<file path="config.mk">
export PLATFORM = sky130hd
export DESIGN_NAME = seq_det_ctrl
export DESIGN_NICKNAME = d
export VERILOG_FILES = /design/src/rtl/seq_det_ctrl.sv
export SDC_FILE = /design/constraint.sdc
export NUM_CORES = 1
export LEC_CHECK = 0
export CAP_MARGIN = 10
export CORE_ASPECT_RATIO = 1.75
export CORE_MARGIN = 2
export CORE_UTILIZATION = 55
export CTS_BUF_LIST = sky130_fd_sc_hd__clkbuf_2
export CTS_CLUSTER_DIAMETER = 60
export DETAILED_ROUTE_END_ITERATION = 10
export GPL_TIMING_DRIVEN = 0
export PLACE_DENSITY = 0.86
export RECOVER_POWER = 50
export SLEW_MARGIN = 20
export SYNTH_ARGS = -nofsm -noshare
export SYNTH_HDL_FRONTEND = slang
export SYNTH_SLANG_ARGS = --single-unit
export TNS_END_PERCENT = 1
</file>
<file path="constraint.sdc">
create_clock -name clk -period 2.6 [get_ports clk]
set_clock_uncertainty 0.1 [all_clocks]
set_input_delay 0.52 -clock clk [delete_from_list [all_inputs] [get_ports clk]]
set_output_delay 0.52 -clock clk [all_outputs]
set_load 0.005 [all_outputs]
</file>
<file path="src/rtl/seq_det_ctrl.sv">
// seq_det_ctrl: byte-to-serial overlapping Mealy pattern detector with hit/match counting.
// Define SEQ_DET_CTRL_CARRY_EN to keep detector history across bytes (stream mode).
module seq_det_ctrl #(
  parameter int DATA_W = 8,
  parameter int PAT_W = 3,
  parameter logic [PAT_W-1:0] PATTERN = 3'b101,
  parameter int CNT_W = 8
) (
  input  logic clk,
  input  logic reset,
  input  logic in_valid,
  output logic in_ready,
  input  logic [DATA_W-1:0] in_data,
  input  logic clear,
  output logic bit_out,
  output logic bit_strobe,
  output logic match,
  output logic done,
  output logic [$clog2(DATA_W+1)-1:0] done_hits,
  output logic [CNT_W-1:0] match_cnt,
  output logic busy,
  output logic [2:0] q
);
  localparam int IW = (DATA_W > 1) ? $clog2(DATA_W) : 1;
  localparam int HW = $clog2(DATA_W+1);
  localparam int LW = (PAT_W > 1) ? $clog2(PAT_W) : 1;
  localparam logic [IW-1:0] ILAST = IW'(DATA_W-1);
  localparam logic [LW-1:0] LMAX = LW'(PAT_W-1);
  typedef enum logic [2:0] {IDLE = 3'd0, SHIFT = 3'd1, DONE = 3'd2} state_t;
  state_t state, state_n;
  logic [DATA_W-1:0] data_r;
  logic [IW-1:0] idx;
  logic [HW-1:0] hits;
  logic [PAT_W-2:0] hist;
  logic [LW-1:0] hlen;
  logic [PAT_W-1:0] win;
  logic load;
  assign in_ready = state == IDLE;
  assign busy = state != IDLE;
  assign done = state == DONE;
  assign bit_strobe = state == SHIFT;
  assign q = state;
  assign load = in_ready && in_valid;
  assign bit_out = bit_strobe && data_r[idx];
  assign win = {hist, bit_out};
  assign match = bit_strobe && !clear && hlen == LMAX && win == PATTERN;
  assign done_hits = done ? hits : '0;
  always_comb begin
    state_n = state;
    case (state)
      IDLE: state_n = in_valid ? SHIFT : IDLE;
      SHIFT: state_n = idx == '0 ? DONE : SHIFT;
      default: state_n = IDLE;
    endcase
  end
  always_ff @(posedge clk) begin
    if (!reset) begin
      state <= IDLE;
      data_r <= '0;
      idx <= '0;
      hits <= '0;
      hist <= '0;
      hlen <= '0;
      match_cnt <= '0;
    end else begin
      state <= state_n;
      if (load) begin
        data_r <= in_data;
        idx <= ILAST;
        hits <= '0;
`ifndef SEQ_DET_CTRL_CARRY_EN
        hist <= '0;
        hlen <= '0;
`endif
      end
      if (bit_strobe) begin
        idx <= idx - 1'b1;
        hist <= win[PAT_W-2:0];
        if (hlen != LMAX) hlen <= hlen + 1'b1;
        if (match) begin
          hits <= hits + 1'b1;
          if (~&match_cnt) match_cnt <= match_cnt + 1'b1;
        end
      end
      // clear wins over the shift so the current bit never enters history
      if (clear) begin
        hist <= '0;
        hlen <= '0;
        match_cnt <= '0;
      end
    end
  end
endmodule
</file>
==> flow_summary.yaml, run 1 <==
status:
  status: "finished clean"
synthesis:
  synthTopCellsByArea: "dfxtp_1 40%, a21oi_1 7.5%, nand2_1 6.4%, nand3_1 3.8%, ha_1 3.4%"
  ys_seq_area_share_pct: 39.7
  synth_nets: 190
  netlist_area_um2: 1460
  yosys_most_used_dff: "dfxtp_1"
  yosysMostFrequentCell: "dfxtp_1"
  synth_enable_flop_cells: 0
  synth-seq-cells: 29
  synth.avg_cell_area_um2: 8.40
  yosys_warnings: 0
  synth_area_leader_cell: "dfxtp_1"
  synth_commonest_cells: "29 x dfxtp_1, 25 x nand2_1, 22 x a21oi_1"
  async_flop_share_pct: 0
  ys_types: 44
  synth.top_cell.area_share_pct: 39.7
  syn_inst: 174
route:
  wl_mm: 3.68
  drc: 0
  final_antenna_net_count: 0
  dr.pass1.iters: 4
  wl_per_cell_um: 15.3
  dr.first_iter.drc_count: 24
  vias: 1431
  avgViaCountPerCell: 5.94
place:
  io_buffer_count: 31
  gp_congestion: 0.826
  hpwl_mm: 2.72
  placed_area_um2: 1800
setup_path:
  crit_path_start_kind: "flop"
  worstPathRequired_ns: 1.98
  crit_arrival_ns: 1.87
  r2r_start: "idx[0]"
  startpoint: "idx[0]"
  r2r_cells: 7
  cp-end-kind: "output pin"
  r2r_slack_ns: 0.49
  crit_path_max_fanout: 6
  worstSetupPathType: "reg -> out"
  rr_endpoint: "match_cnt[5]"
power:
  p_per_area_nw_per_um2: 466
  p_leak_uw: 0.000687
  finalPower_uw: 877
  vdd_drop_max_mv: 0.368
clock_tree:
  tritoncts: "yes"
  cts-hold-fix-buffers: 0
  clkLatencyLatePin_ns: 0.36
  path_clk_slew_ns: 0.13
  root_buffer: "clkbuf_2"
  clock-sinks: 29
  clock_path_buffers: 2
  numCtsBuffers: 5
  h-tree-depth: 2
grt:
  grt_pass1_wl_mm: 6.18
  antenna_found_initial: 0
  grt_max_degree: 11
  first_global_vias: 1440
  grt_usage_pct: 26.3
  gr-total-overflow: 0
min_path:
  hp-class: "reg -> reg"
  holdPathEnd: "data_r[0]"
  min_path_cells: 2
  min_from: "data_r[0]"
die:
  row_count: 24
  coreArea_um2: 2520
  ios: 33
  die_h_um: 72.2
  initial_core_util_pct: 57.9
  die_area_um2: 3100
  die_w_um: 43.0
final_layout:
  drive_above_1_share_pct: 13.0
  final_nets: 231
  num_antenna_cells: 0
  syn_to_final_growth_pct: 28.8
  postLayoutCoreUtil_pct: 74.6
  fin_area_um2: 1880
  nFillCells: 216
timing:
  finalCriticalPeriod_ns: 2.49
  fin_tns_setup_ns: 0
  tightest_slew_ns: 0.513
  rsz0062_at_grt: "false"
  finalMaxSlewViolations: 0
  hold_violations: 0
  final.period_utilization_pct: 95.6
  finalSetupViolations: 0
  fmax_mhz: 402
  relSlewSlack_pct: 65.8
run:
  cap_violations: 0
## layer usage
metal	up-vias	track usage [%]	part of all wire [%]
li1	699	-	-
met1	674	25.8	36
met2	46	47.6	55
met3	12	6.22	4.9
met4	0	16.5	3.7
met5	-	0	0
## cell usage in the layout (no fill, tap or decap), types with 5 or more instances in the layout
cell type	count
a21oi_1	22
and2_1	5
clkbuf_1	5
clkbuf_2	6
clkdlybuf4s50_1	24
dfxtp_1	28
inv_1	5
nand2_1	25
nand3_1	11
nor2_1	8
o31ai_1	5
or4_1	5
## stage by stage
| step | std cells | setup slack, ns | hold WS [ns] |
|---|---|---|---|
| after floorplan | 174 | 0.677 | 0.336 |
| after global placement | 231 | -0.327 | 0.344 |
| after detailed placement | 231 | -0.335 | 0.350 |
| after CTS | 241 | 0.111 | 0.368 |
| after global routing | 241 | 0.0341 | 0.394 |
| final | 241 | 0.113 | 0.369 |
## registers in the layout (all words and copies together) (netlist names)
| name | cells |
|---|---|
| hist | 2 |
| idx | 3 |
| q | 2 |
| data_r | 8 |
| hits | 4 |
| hlen | 2 |
| match_cnt | 8 |
## final cells by class
cell class	instances	area [um^2]	area share (%)
tap	26	32.5	1.73
multi-input combinational	128	822	43.7
sequential	29	582	30.9
clock buffer	6	30.0	1.60
timing repair buffer	34	325	17.3
inverter	9	33.8	1.80
clock inverter	1	3.75	0.199
buffer	8	52.6	2.79
## worst max path at each step
stage / slack [ns] / to / cells past startpoint
after global routing: 0.03 / bit_out / 7
after floorplan: 0.68 / match_cnt[4] / 6
final: 0.11 / bit_out / 7
after detailed placement: -0.34 / match / 6
after global placement: -0.33 / match / 6
after CTS: 0.11 / bit_out / 7
## repair_timing
action / in CTS / in global routing
setup endpoints to repair: 2 / 0
setup buffers: 3 / 0
gates resized for setup: 10 / 0
## worst max-delay path, cell delays in order, from the launching register on
cell,delay [ns]
dfxtp_1,0.32
buf_4,0.16
mux2i_1,0.13
a22oi_2,0.29
nand3_2,0.16
buf_6,0.15
inv_2,0.07
dlygate4sd2_1,0.23
## power by group
group / internal [uW] / total, uW / switching [uW]
Sequential: 465 / 483 / 18.8
Combinational: 78.9 / 179 / 100
Clock: 62.6 / 215 / 152
Total: 606 / 877 / 271
## logic make-up (layout without fill, tap and decap cells)
family,count (synthesis),in the layout,share of synthesized area [%]
AOI/OAI and AO/OA,40,40,17.9
and+or+nand+nor,77,77,29.2
DFF,29,29,39.7
muxes,5,5,3.42
buffers and inverters,17,58,5.48
other,1,1,0.257
adders and majority gates,4,4,3.42
xor gates and xnor gates,1,1,0.599
Note: power is estimated with default switching activity, not from simulation.
==> run 2, diff against run 1 <==
Clock period 2.6 ns to 3.2 ns, I/O delays scaled along.
==> run 2 against run 1 <==
  * Sequential share of layout area grew 0.43 points
  * Total power shrank 19%
  * Utilization is 1.2 points lower
  * Sequential power is 19% lower
  * Cell count decreased by 1.2%
  * Clock power decreased by 19%
  * First-iteration DRC count is 25% higher
  * Hold slack worse by 0.0022 ns
  * Non-clock buffer count shrank 3
  * Sequential cell count is the same
  * Via count down 2.2%
  * Largest power group unchanged
==> flow_summary.yaml, run 2 (same netlist as run 1, synthesis figures left out) <==
setup_path:
  r2r_cells: 7
  worstPathRequired_ns: 2.46
  cp.buffers_inverters: 3
  slowest_stage: "clkdlybuf4s50_1"
  path_cells: "clkdlybuf4s50_1, nor4b_4, and2_2, nand4_4, inv_1, clkdlybuf4s50_1"
  crit_path_start_kind: "primary input"
  path_delay_family: "buffers and inverters"
  crit_path_frequent_cell: "clkdlybuf4s50_1"
  worstSetupPathType: "in -> out"
  crit_arrival_ns: 2.35
  r2r_slack_ns: 1.15
  rr_endpoint: "match_cnt[7]"
  crit_path_max_fanout: 7
  r2r_start: "idx[0]"
  cp-end-kind: "output pin"
  slowest_delay_ns: 0.49
die:
  die_h_um: 72.2
  ios: 33
  die_w_um: 43.0
  coreArea_um2: 2520
  row_count: 24
  initial_core_util_pct: 57.9
  die_area_um2: 3100
grt:
  grt_use_met1_pct: 24.7
  grt_max_degree: 11
  first_global_vias: 1401
  busiest_layer: "met2"
  grtUsageMet3_pct: 6.22
  grtUsageMet2_pct: 46.5
  grt_pass1_wl_mm: 5.99
  gr-total-overflow: 0
  grt_usage_pct: 25.3
  antenna_found_initial: 0
place:
  io_buffer_count: 31
  placed_area_um2: 1800
  hpwl_mm: 2.72
  gp_congestion: 0.826
clock_tree:
  numCtsBuffers: 5
  root_buffer: "clkbuf_2"
  path_clk_slew_ns: 0.14
  clkLatencyLatePin_ns: 0.36
  tritoncts: "yes"
  h-tree-depth: 2
  clock-sinks: 29
  clock_path_buffers: 2
  cts_setup_buffers: 0
run:
  cap_violations: 0
timing:
  finalCriticalPeriod_ns: 3.09
  hold_violations: 0
  fin_tns_setup_ns: 0
  fmax_mhz: 324
  relSlewSlack_pct: 65.9
  finalSetupViolations: 0
  tightest_slew_ns: 0.512
  final.period_utilization_pct: 96.5
  finalMaxSlewViolations: 0
  rsz0062_at_grt: "false"
power:
  vdd_drop_max_mv: 0.257
  p_leak_uw: 0.000667
  p_per_area_nw_per_um2: 382
final_layout:
  nFillCells: 220
  multi_input_area_um2: 815
  syn_to_final_growth_pct: 26.7
  reg_top3: "data_r x8, match_cnt x8, hits x4"
  fin_area_um2: 1850
  num_antenna_cells: 0
  layout_commonest_cell: "dfxtp_1"
  drive_above_1_share_pct: 10.4
  final_nets: 228
  final_cell_mix: "29 x dfxtp_1, 26 x nand2_1, 26 x clkdlybuf4s50_1, 22 x a21oi_1, 11 x nand3_1"
  regArea_um2: 581
route:
  dr.first_iter.drc_count: 30
  avgViaCountPerCell: 5.88
  drc: 0
  wl_per_cell_um: 15.1
  dr.pass1.iters: 4
  vias: 1399
  wl_mm: 3.59
  final_antenna_net_count: 0
min_path:
  min_path_cells: 2
  min_from: "data_r[5]"
  hp-class: "reg -> reg"
  holdPathEnd: "data_r[5]"
status:
  status: "finished clean"
## run 2: report_power, final
group / leakage (uW) / switching, uW / internal (uW)
logic: 0.000404 / 80.9 / 61.2
clock network: 0.0000265 / 124 / 50.9
registers: 0.000236 / 13.4 / 377
## run 2: worst max path at each step
stage	startpoint	end	slack [ns]	cells past startpoint
4_1_cts	clear	match	0.01	6
2_1_floorplan	clear	match	1.10	4
3_5_place_dp	clear	match	0.02	6
6_report	clear	match	0.11	6
3_3_place_gp	clear	match	0.03	6
5_1_grt	clear	match	0.04	6
## run 2: area by class of cell
type                            instances  share of cell area (%)
Tap cell                               26                    1.76
Clock inverter                          1                   0.203
Sequential cell                        29                    31.4
Clock buffer                            6                    1.62
Buffer                                  8                    2.50
Multi-Input combinational cell        128                    44.0
Inverter                                9                    1.82
Timing Repair Buffer                   31                    16.8
## run 2: per-layer routing
metal / wire (um) / share of wire [%]
met1: 1310 / 37
met2: 2030 / 56
met3: 147 / 4.1
met4: 104 / 2.9
met5: 0 / 0
## run 2: repair_timing
action	in CTS	in global routing
hold buffers	0	0
setup endpoints to repair	0	1
endpoints found under the hold margin	0	0
resized for setup	0	2
## run 2: per-stage QoR
step / hold slack, ns / cells / util, % / worst slack [ns] / power [uW]
global placement: 0.344 / 231 / 71.5 / 0.0325 / 530
floorplan: 0.336 / 174 / - / 1.10 / 480
finish: 0.367 / 238 / 73.4 / 0.111 / 708
detailed placement: 0.350 / 231 / 71.5 / 0.0247 / 535
CTS: 0.368 / 238 / 72.9 / 0.0104 / 704
global route: 0.394 / 238 / 73.4 / 0.0354 / 737
## run 2: worst min-delay path: cells and delay by family (launching register included)
kind / cells / cell delay, ns
flip-flops: 1 / 0.34
AND/OR/NAND/NOR: 1 / 0.05
AO/OA/AOI/OAI: 1 / 0.05
